<file path="config.mk">
export PLATFORM = sky130hd
export DESIGN_NAME = hamming_dec_engine
export DESIGN_NICKNAME = d
export VERILOG_FILES = /design/src/rtl/hamming_dec_engine.sv
export SDC_FILE = /design/constraint.sdc
export NUM_CORES = 1
export LEC_CHECK = 0
export ABC_CLOCK_PERIOD_IN_PS = 2410
export BUFFER_PORTS_ARGS = -buffer_cell sky130_fd_sc_hd__buf_4
export CORE_MARGIN = 10
export CORE_UTILIZATION = 51
export CTS_BUF_LIST = sky130_fd_sc_hd__clkbuf_16
export DETAILED_ROUTE_END_ITERATION = 10
export PLACE_DENSITY = 0.78
export SLEW_MARGIN = 0
export SYNTH_ARGS = -nofsm -noshare
export SYNTH_HDL_FRONTEND = slang
export SYNTH_SLANG_ARGS = --single-unit
</file>
<file path="constraint.sdc">
create_clock -name clk -period 2.41 [get_ports clk]
set_input_delay 0.723 -clock clk [delete_from_list [all_inputs] [get_ports clk]]
set_output_delay 0.723 -clock clk [all_outputs]
set_load 0.005 [all_outputs]
</file>
<file path="src/rtl/hamming_dec_engine.sv">
// SECDED decoder: reads 16-bit Hamming codewords from data memory,
// corrects single errors, flags double errors, writes messages back.
module hamming_dec_engine #(
  parameter int NUM_MSGS = 15,
  parameter int SRC_BASE = 30,
  parameter int DST_BASE = 0,
  parameter int AW       = 8
) (
  input  logic          clk,
  input  logic          reset,
  input  logic          start,
  output logic          ack,
  output logic [AW-1:0] mem_addr,
  input  logic [7:0]    mem_rdata,
  output logic          mem_wen,
  output logic [7:0]    mem_wdata,
  output logic [3:0]    sec_cnt,
  output logic [3:0]    ded_cnt
);

  localparam int IW = (NUM_MSGS > 1) ? $clog2(NUM_MSGS) : 1;
  localparam logic [IW-1:0] LAST = IW'(NUM_MSGS - 1);

  typedef enum logic [2:0] {
    IDLE,
    RD_LO,
    RD_HI,
    WR_LO,
    WR_HI,
    DONE
  } state_e;

  state_e        state_q, state_d;
  logic [IW-1:0] i_q, i_d;
  logic [15:0]   cw_q, cw_d;
  logic [3:0]    sec_q, sec_d;
  logic [3:0]    ded_q, ded_d;

  logic [3:0]    syn;
  logic [3:0]    pos;
  logic          pe;
  logic          flip;
  logic [1:0]    flag;
  logic [10:0]   msg;

  logic [AW-1:0] src_lo;
  logic [AW-1:0] dst_lo;

  assign src_lo  = AW'(SRC_BASE) + AW'({i_q, 1'b0});
  assign dst_lo  = AW'(DST_BASE) + AW'({i_q, 1'b0});
  assign sec_cnt = sec_q;
  assign ded_cnt = ded_q;

  // Data bit j sits at Hamming position 3, 5..7, 9..15; flip it only
  // when the syndrome points at it and overall parity says single error.
  always_comb begin
    syn  = '0;
    pos  = '0;
    msg  = '0;
    flag = 2'b00;
    for (int k = 1; k < 16; k++) begin
      if (cw_q[k]) begin
        syn = syn ^ 4'(k);
      end
    end
    pe   = ^cw_q;
    flip = pe && (syn != 4'd0);
    for (int j = 0; j < 11; j++) begin
      pos    = 4'((j == 0) ? 3 : ((j < 4) ? j + 4 : j + 5));
      msg[j] = cw_q[pos] ^ (flip && (syn == pos));
    end
    if (pe) begin
      flag = 2'b01;
    end else if (syn != 4'd0) begin
      flag = 2'b10;
    end
  end

  always_comb begin
    state_d   = state_q;
    i_d       = i_q;
    cw_d      = cw_q;
    sec_d     = sec_q;
    ded_d     = ded_q;
    ack       = 1'b0;
    mem_wen   = 1'b0;
    mem_addr  = '0;
    mem_wdata = '0;
    unique case (state_q)
      IDLE, DONE: begin
        ack = (state_q == DONE);
        if (start) begin
          state_d = RD_LO;
          i_d     = '0;
          sec_d   = '0;
          ded_d   = '0;
        end
      end
      RD_LO: begin
        mem_addr   = src_lo;
        cw_d[7:0]  = mem_rdata;
        state_d    = RD_HI;
      end
      RD_HI: begin
        mem_addr   = src_lo + AW'(1);
        cw_d[15:8] = mem_rdata;
        state_d    = WR_LO;
      end
      WR_LO: begin
        mem_wen   = 1'b1;
        mem_addr  = dst_lo;
        mem_wdata = msg[7:0];
        state_d   = WR_HI;
      end
      WR_HI: begin
        mem_wen   = 1'b1;
        mem_addr  = dst_lo + AW'(1);
        mem_wdata = {flag, 3'b000, msg[10:8]};
        if (flag == 2'b01 && sec_q != 4'hF) begin
          sec_d = sec_q + 4'd1;
        end
        if (flag == 2'b10 && ded_q != 4'hF) begin
          ded_d = ded_q + 4'd1;
        end
        if (i_q == LAST) begin
          state_d = DONE;
        end else begin
          i_d     = i_q + IW'(1);
          state_d = RD_LO;
        end
      end
      default: begin
        state_d = IDLE;
      end
    endcase
  end

  always_ff @(posedge clk) begin
    if (reset) begin
      state_q <= IDLE;
      i_q     <= '0;
      cw_q    <= '0;
      sec_q   <= '0;
      ded_q   <= '0;
    end else begin
      state_q <= state_d;
      i_q     <= i_d;
      cw_q    <= cw_d;
      sec_q   <= sec_d;
      ded_q   <= ded_d;
    end
  end

endmodule

</file>
# Word-level counts from Yosys, hierarchy flattened
# Index checks and enable logic that the tools add are counted.
# classes
add_sub_neg,6
multipliers,0
div,0
n_lt_le_gt_ge,0
n_eq_ne,25
n_shift,0
muxes,31
n_bitwise,25
n_reduce_logical,23
# op_table
operator,n
$mux W4,12
$eq A4 B4 Y1 const B,8
$pmux W7 S4,1
$pmux W4 S2,3
$mux W3,6
$pmux W8 S2,1
$reduce_xor A16 Y1,1
$pmux W3 S5,1
$logic_and A1 B1 Y1,14
$add A4 B1 Y4 const B,3
$eq A4 B3 Y1 const B,3
$not A2 Y2,6
$not A3 Y3,4
$xor A1 B1 Y1,11
$reduce_and A3 Y1,3
$mux W2,4
$ne A2 B2 Y1 const B,4
$ne A4 B4 Y1 const B,2
$add A6 B1 Y7 const B,1
$add A5 B1 Y6 const B,1
$add A5 B5 Y6 const A,1
$eq A3 B2 Y1 const B,2
$eq A3 B3 Y1 const B,2
$eq A4 B2 Y1 const B,1
10 further kinds,15
# word_totals
register_bits,31
latchBits,0
ram_bits,0
mem_bits_ro,0
out_inout_bits,26
n_memories,0

# Depth between registers and ports, before layout
# logic_depth
ltp_word,33
depth_mapped,8
ltp_nobuf,7

# Worst setup path after synthesis
# OpenSTA, ideal clock, no wires.
# synth_path
path_kind,reg-to-output
from,register cw_q[14]
to,output mem_wdata[2]
arrival_ns,1.871
required_time_ns,1.687
slack_ns,-0.184
stages_incl_launch_ff,9
path_buffers,1
cell_sequence,dfxtp_1 xor2_2 xor2_2 xnor2_2 xnor2_4 buf_4 nor3_1 xnor2_1 o22ai_1
# synth_via
elab_chain_len,8
# synth_rtl
item,line_no,text
from (decl),35,"logic [15:0] cw_q, cw_d;"
from (signal assigned),148,cw_q <= cw_d;
$mux W4,62,if (cw_q[k]) begin
$not A4 Y4 (no source line),n/a,
$mux W4,62,
$reduce_bool A4 Y1,67,flip = pe && (syn != 4'd0);
$logic_and A1 B1 Y1,67,
$logic_and A1 B1 Y1,70,msg[j] = cw_q[pos] ^ (flip && (syn == pos));
$xor A1 B1 Y1,70,
$pmux W8 S2 *,89,unique case (state_q)
to (decl),16,"output logic [7:0] mem_wdata,"
# Every way passes the cells marked *; elsewhere a longest branch is shown, timed or not.

# Worst setup path in the final report
# layout_path
from,register cw_q[14]
to,output mem_wdata[6]
# The elaborated chain is that of the path after synthesis.

==> key figures <==
Status
  • Status: finished with violations
  • Violated checks: setup timing

Global routing
  • GRT Overall Usage: 0.184
  • Largest net degree at the start of global routing: 26
  • Via count of the first global-routing pass: 2288
  • Gr ovfl total: 0
  • Initial antenna violation count: 0
  • Global-route wire length before repair: 10900 µm

Synthesis
  • Register area share after synthesis: 0.287
  • Synth unique cells: 39
  • Syn Area/Cell: 8.42 µm²
  • Synthesized cell area: 0.00216 mm²
  • Mapped Cells: 257
  • Synth Warn #: 0
  • Seq cells post-synth: 31

Timing
  • Final Hold Fails: 0
  • Worst-margin pin slew: 0.498 ns
  • RSZ-0062 raised after global routing: true
  • Slew headroom: 0.665
  • Worst Setup Slack, final: -0.593 ns
  • Fmax: 0.333 GHz
  • Clk_skew: 0.00531 ns
  • Max-slew violation count: 0
  • Final Critical Period: 3.00 ns
  • Fin Hold WS: 0.505 ns
  • Final setup viols: 9
  • Final Cycle Share: 1.25

Power and ir drop
  • Sw Ratio: 0.403
  • Net Sw Power: 1.18 mW
  • Worst vdd ir: 0.595 mV
  • Power Dens Cells: 841 mW/mm²
  • Clock network power share: 0.217
  • Combinational power share: 0.577
  • Power Internal: 1.75 mW
  • LEAKAGE: 1.34 nW
  • Flop pwr share: 0.205

Floorplan
  • Core area: 0.00406 mm²
  • Die height: 85.2 µm
  • Die area: 0.00725 mm²
  • IO Count: 37
  • # rows: 23
  • Initial Util: 0.533
  • Die width: 85.2 µm

Layout
  • # diodes: 0
  • Commonest cells after routing, fill and taps aside: 83 x buf_4, 34 x nor2_1, 21 x xnor2_1
  • Layout net count: 354
  • Area added between synthesis and finish: 61.1%
  • Layout cells sized above 1: 0.513
  • Most common cell after layout, fill and taps aside: buf_4
  • Final cell count without fillers: 389

CTS
  • Htree depth: 2
  • Clk slew on worst S/H paths: 0.06 ns
  • CTS tree: built
  • Worst-case clock buffer depth: 2
  • Clk_lat worst skew: 0.29 ns
  • Clock Tree Root: clkbuf_16
  • Total CTS buffers: 5
  • CTS sink count: 31

Setup path
  • Worst Path Arrival: 2.28 ns
  • Max stage delay cell, worst path: dfxtp_4
  • CP required: 1.69 ns
  • Crit path capture type: output pin
  • Worst reg-to-reg setup slack: 0.05 ns
  • Crit-path most repeated cell: buf_4
  • CP Class: reg -> out
  • Worst path cell trace: xor2_4 > buf_4 > xnor2_1 > buf_4 > nor3_2 > a21oi_2 > nor3_1 > xnor2_1 > o22ai_1 > buf_4
  • Critical Path Source Type: flip-flop
  • CP peak stage delay: 0.37 ns
  • Crit path max fanout: 4

Route
  • Routed length per instance: 20.4 µm
  • Via count: 2294
  • Post-Route WL: 7920 µm
  • Post-route ant nets: 0
  • Post-route DRC: 0
  • Drt pass-1 iters: 4
  • Vias per inst: 5.90
  • DR iter-0 viols: 198

Place
  • Placed insts: 369
  • IO buf count: 34
  • Post-DP HPWL: 4480 µm
  • Placer congestion estimate: 0.824

Flow run
  • Max-cap violations: 0

Worst hold path
  • HP Class: reg -> reg
[repair_timing]
action | in CTS | in global routing
endpoints found under the hold margin | 0 | 0
resized for setup | 27 | 44
pin swaps | 10 | 27
hold buffers | 0 | 0
cloned | 1 | 0
buffers inserted | 6 | 5
setup endpoints to repair | 11 | 15
[state kept, by name, summed over array words and instances (netlist names)]
name	cells
state_q	3
cw_q	16
sec_cnt	4
i_q	4
ded_cnt	4
[metal layers]
metal	vias up	global-route usage	wire, µm
met4	0	0.103	339
met3	30	0.0516	591
met5	-	0	0
li1	1034	-	-
met2	93	0.315	3940
met1	1137	0.200	3050
[synth_stat cells]
cell / number / share of area
buf_1: 2 / 0.0035
o22ai_1: 8 / 0.023
nor3_1: 14 / 0.032
nand2b_1: 6 / 0.017
a211oi_1: 1 / 0.0035
nand3_1: 11 / 0.025
xnor2_4: 1 / 0.013
nand2_1: 14 / 0.024
a22oi_1: 1 / 0.0035
maj3_1: 2 / 0.0092
a21oi_1: 10 / 0.023
clkbuf_1: 10 / 0.017
o32a_1: 1 / 0.0046
a31oi_1: 1 / 0.0029
or3_1: 2 / 0.0058
mux2i_1: 17 / 0.079
or2_2: 2 / 0.0058
or2_1: 1 / 0.0029
ha_1: 5 / 0.029
nand4_1: 1 / 0.0029
nor2b_1: 2 / 0.0058
xor2_1: 4 / 0.016
conb_1: 1 / 0.0017
o21ai_0: 6 / 0.014
dfxtp_1: 31 / 0.29
and4bb_2: 1 / 0.0058
xnor2_1: 36 / 0.15
nor3b_1: 7 / 0.024
nor3b_2: 1 / 0.0058
nor2_1: 38 / 0.066
nor4b_2: 1 / 0.0069
o21a_1: 1 / 0.0035
a211oi_2: 1 / 0.0058
and2_1: 1 / 0.0029
a32oi_1: 1 / 0.0040
inv_1: 4 / 0.0069
xor2_2: 6 / 0.045
buf_4: 3 / 0.010
xnor2_2: 2 / 0.015
[stage by stage]
step                utilization  setup TNS [ns]  cell area, µm²  setup slack (ns)  power, mW
CTS                       0.785           -3.76            3190            -0.501       2.54
global placement          0.703           -1.34            2850            -0.238       1.66
finish                    0.859           -4.60            3490            -0.593       2.93
global route              0.859           -5.50            3490            -0.660       3.05
floorplan                     -         -0.0632            2290           -0.0541       1.33
detailed placement        0.703           -1.71            2850            -0.293       1.69
[power groups by stage]
stage	clock network (mW)	logic [mW]	registers (mW)
global route	0.666	1.78	0.607
CTS	0.624	1.33	0.589
global placement	0	1.07	0.597
detailed placement	0	1.09	0.600
floorplan	0	0.740	0.586
finish	0.638	1.69	0.602
[cell type report]
cell class	count	area [µm²]
Clock buffer	5	125
Timing Repair Buffer	87	668
Tap cell	50	62.6
Clock inverter	3	20.0
Inverter	4	15.0
Multi-Input combinational cell	209	1940
Fill cell	189	571
Sequential cell	31	661
[critical path: cells and delay by family (launching register included)]
kind	cells	cell delay, ns
buffers and inverters	3	0.45
AND/OR/NAND/NOR	2	0.48
flip-flops	1	0.37
XOR/XNOR	3	0.48
AO/OA/AOI/OAI	2	0.22
[kinds of logic (layout without fill, tap and decap cells)]
group / Yosys count / after routing / share of synthesized area
compound gates: 31 / 31 / 0.0879
xor+xnor: 49 / 50 / 0.235
fa+ha+maj: 7 / 7 / 0.0382
buf+inv: 19 / 99 / 0.0382
flops: 31 / 31 / 0.287
mux: 17 / 17 / 0.0786
other cells: 1 / 2 / 0.00173
simple gates: 102 / 102 / 0.234
[worst paths after layout]
path / cells past startpoint / startpoint / to
hold reg to reg: 2 / ded_cnt[1] / ded_cnt[1]
setup reg to reg: 11 / cw_q[15] / ded_cnt[2]
hold / removal: 2 / ded_cnt[1] / ded_cnt[1]
setup / recovery: 10 / cw_q[14] / mem_wdata[6]
Power figures use the tool's default switching activity.
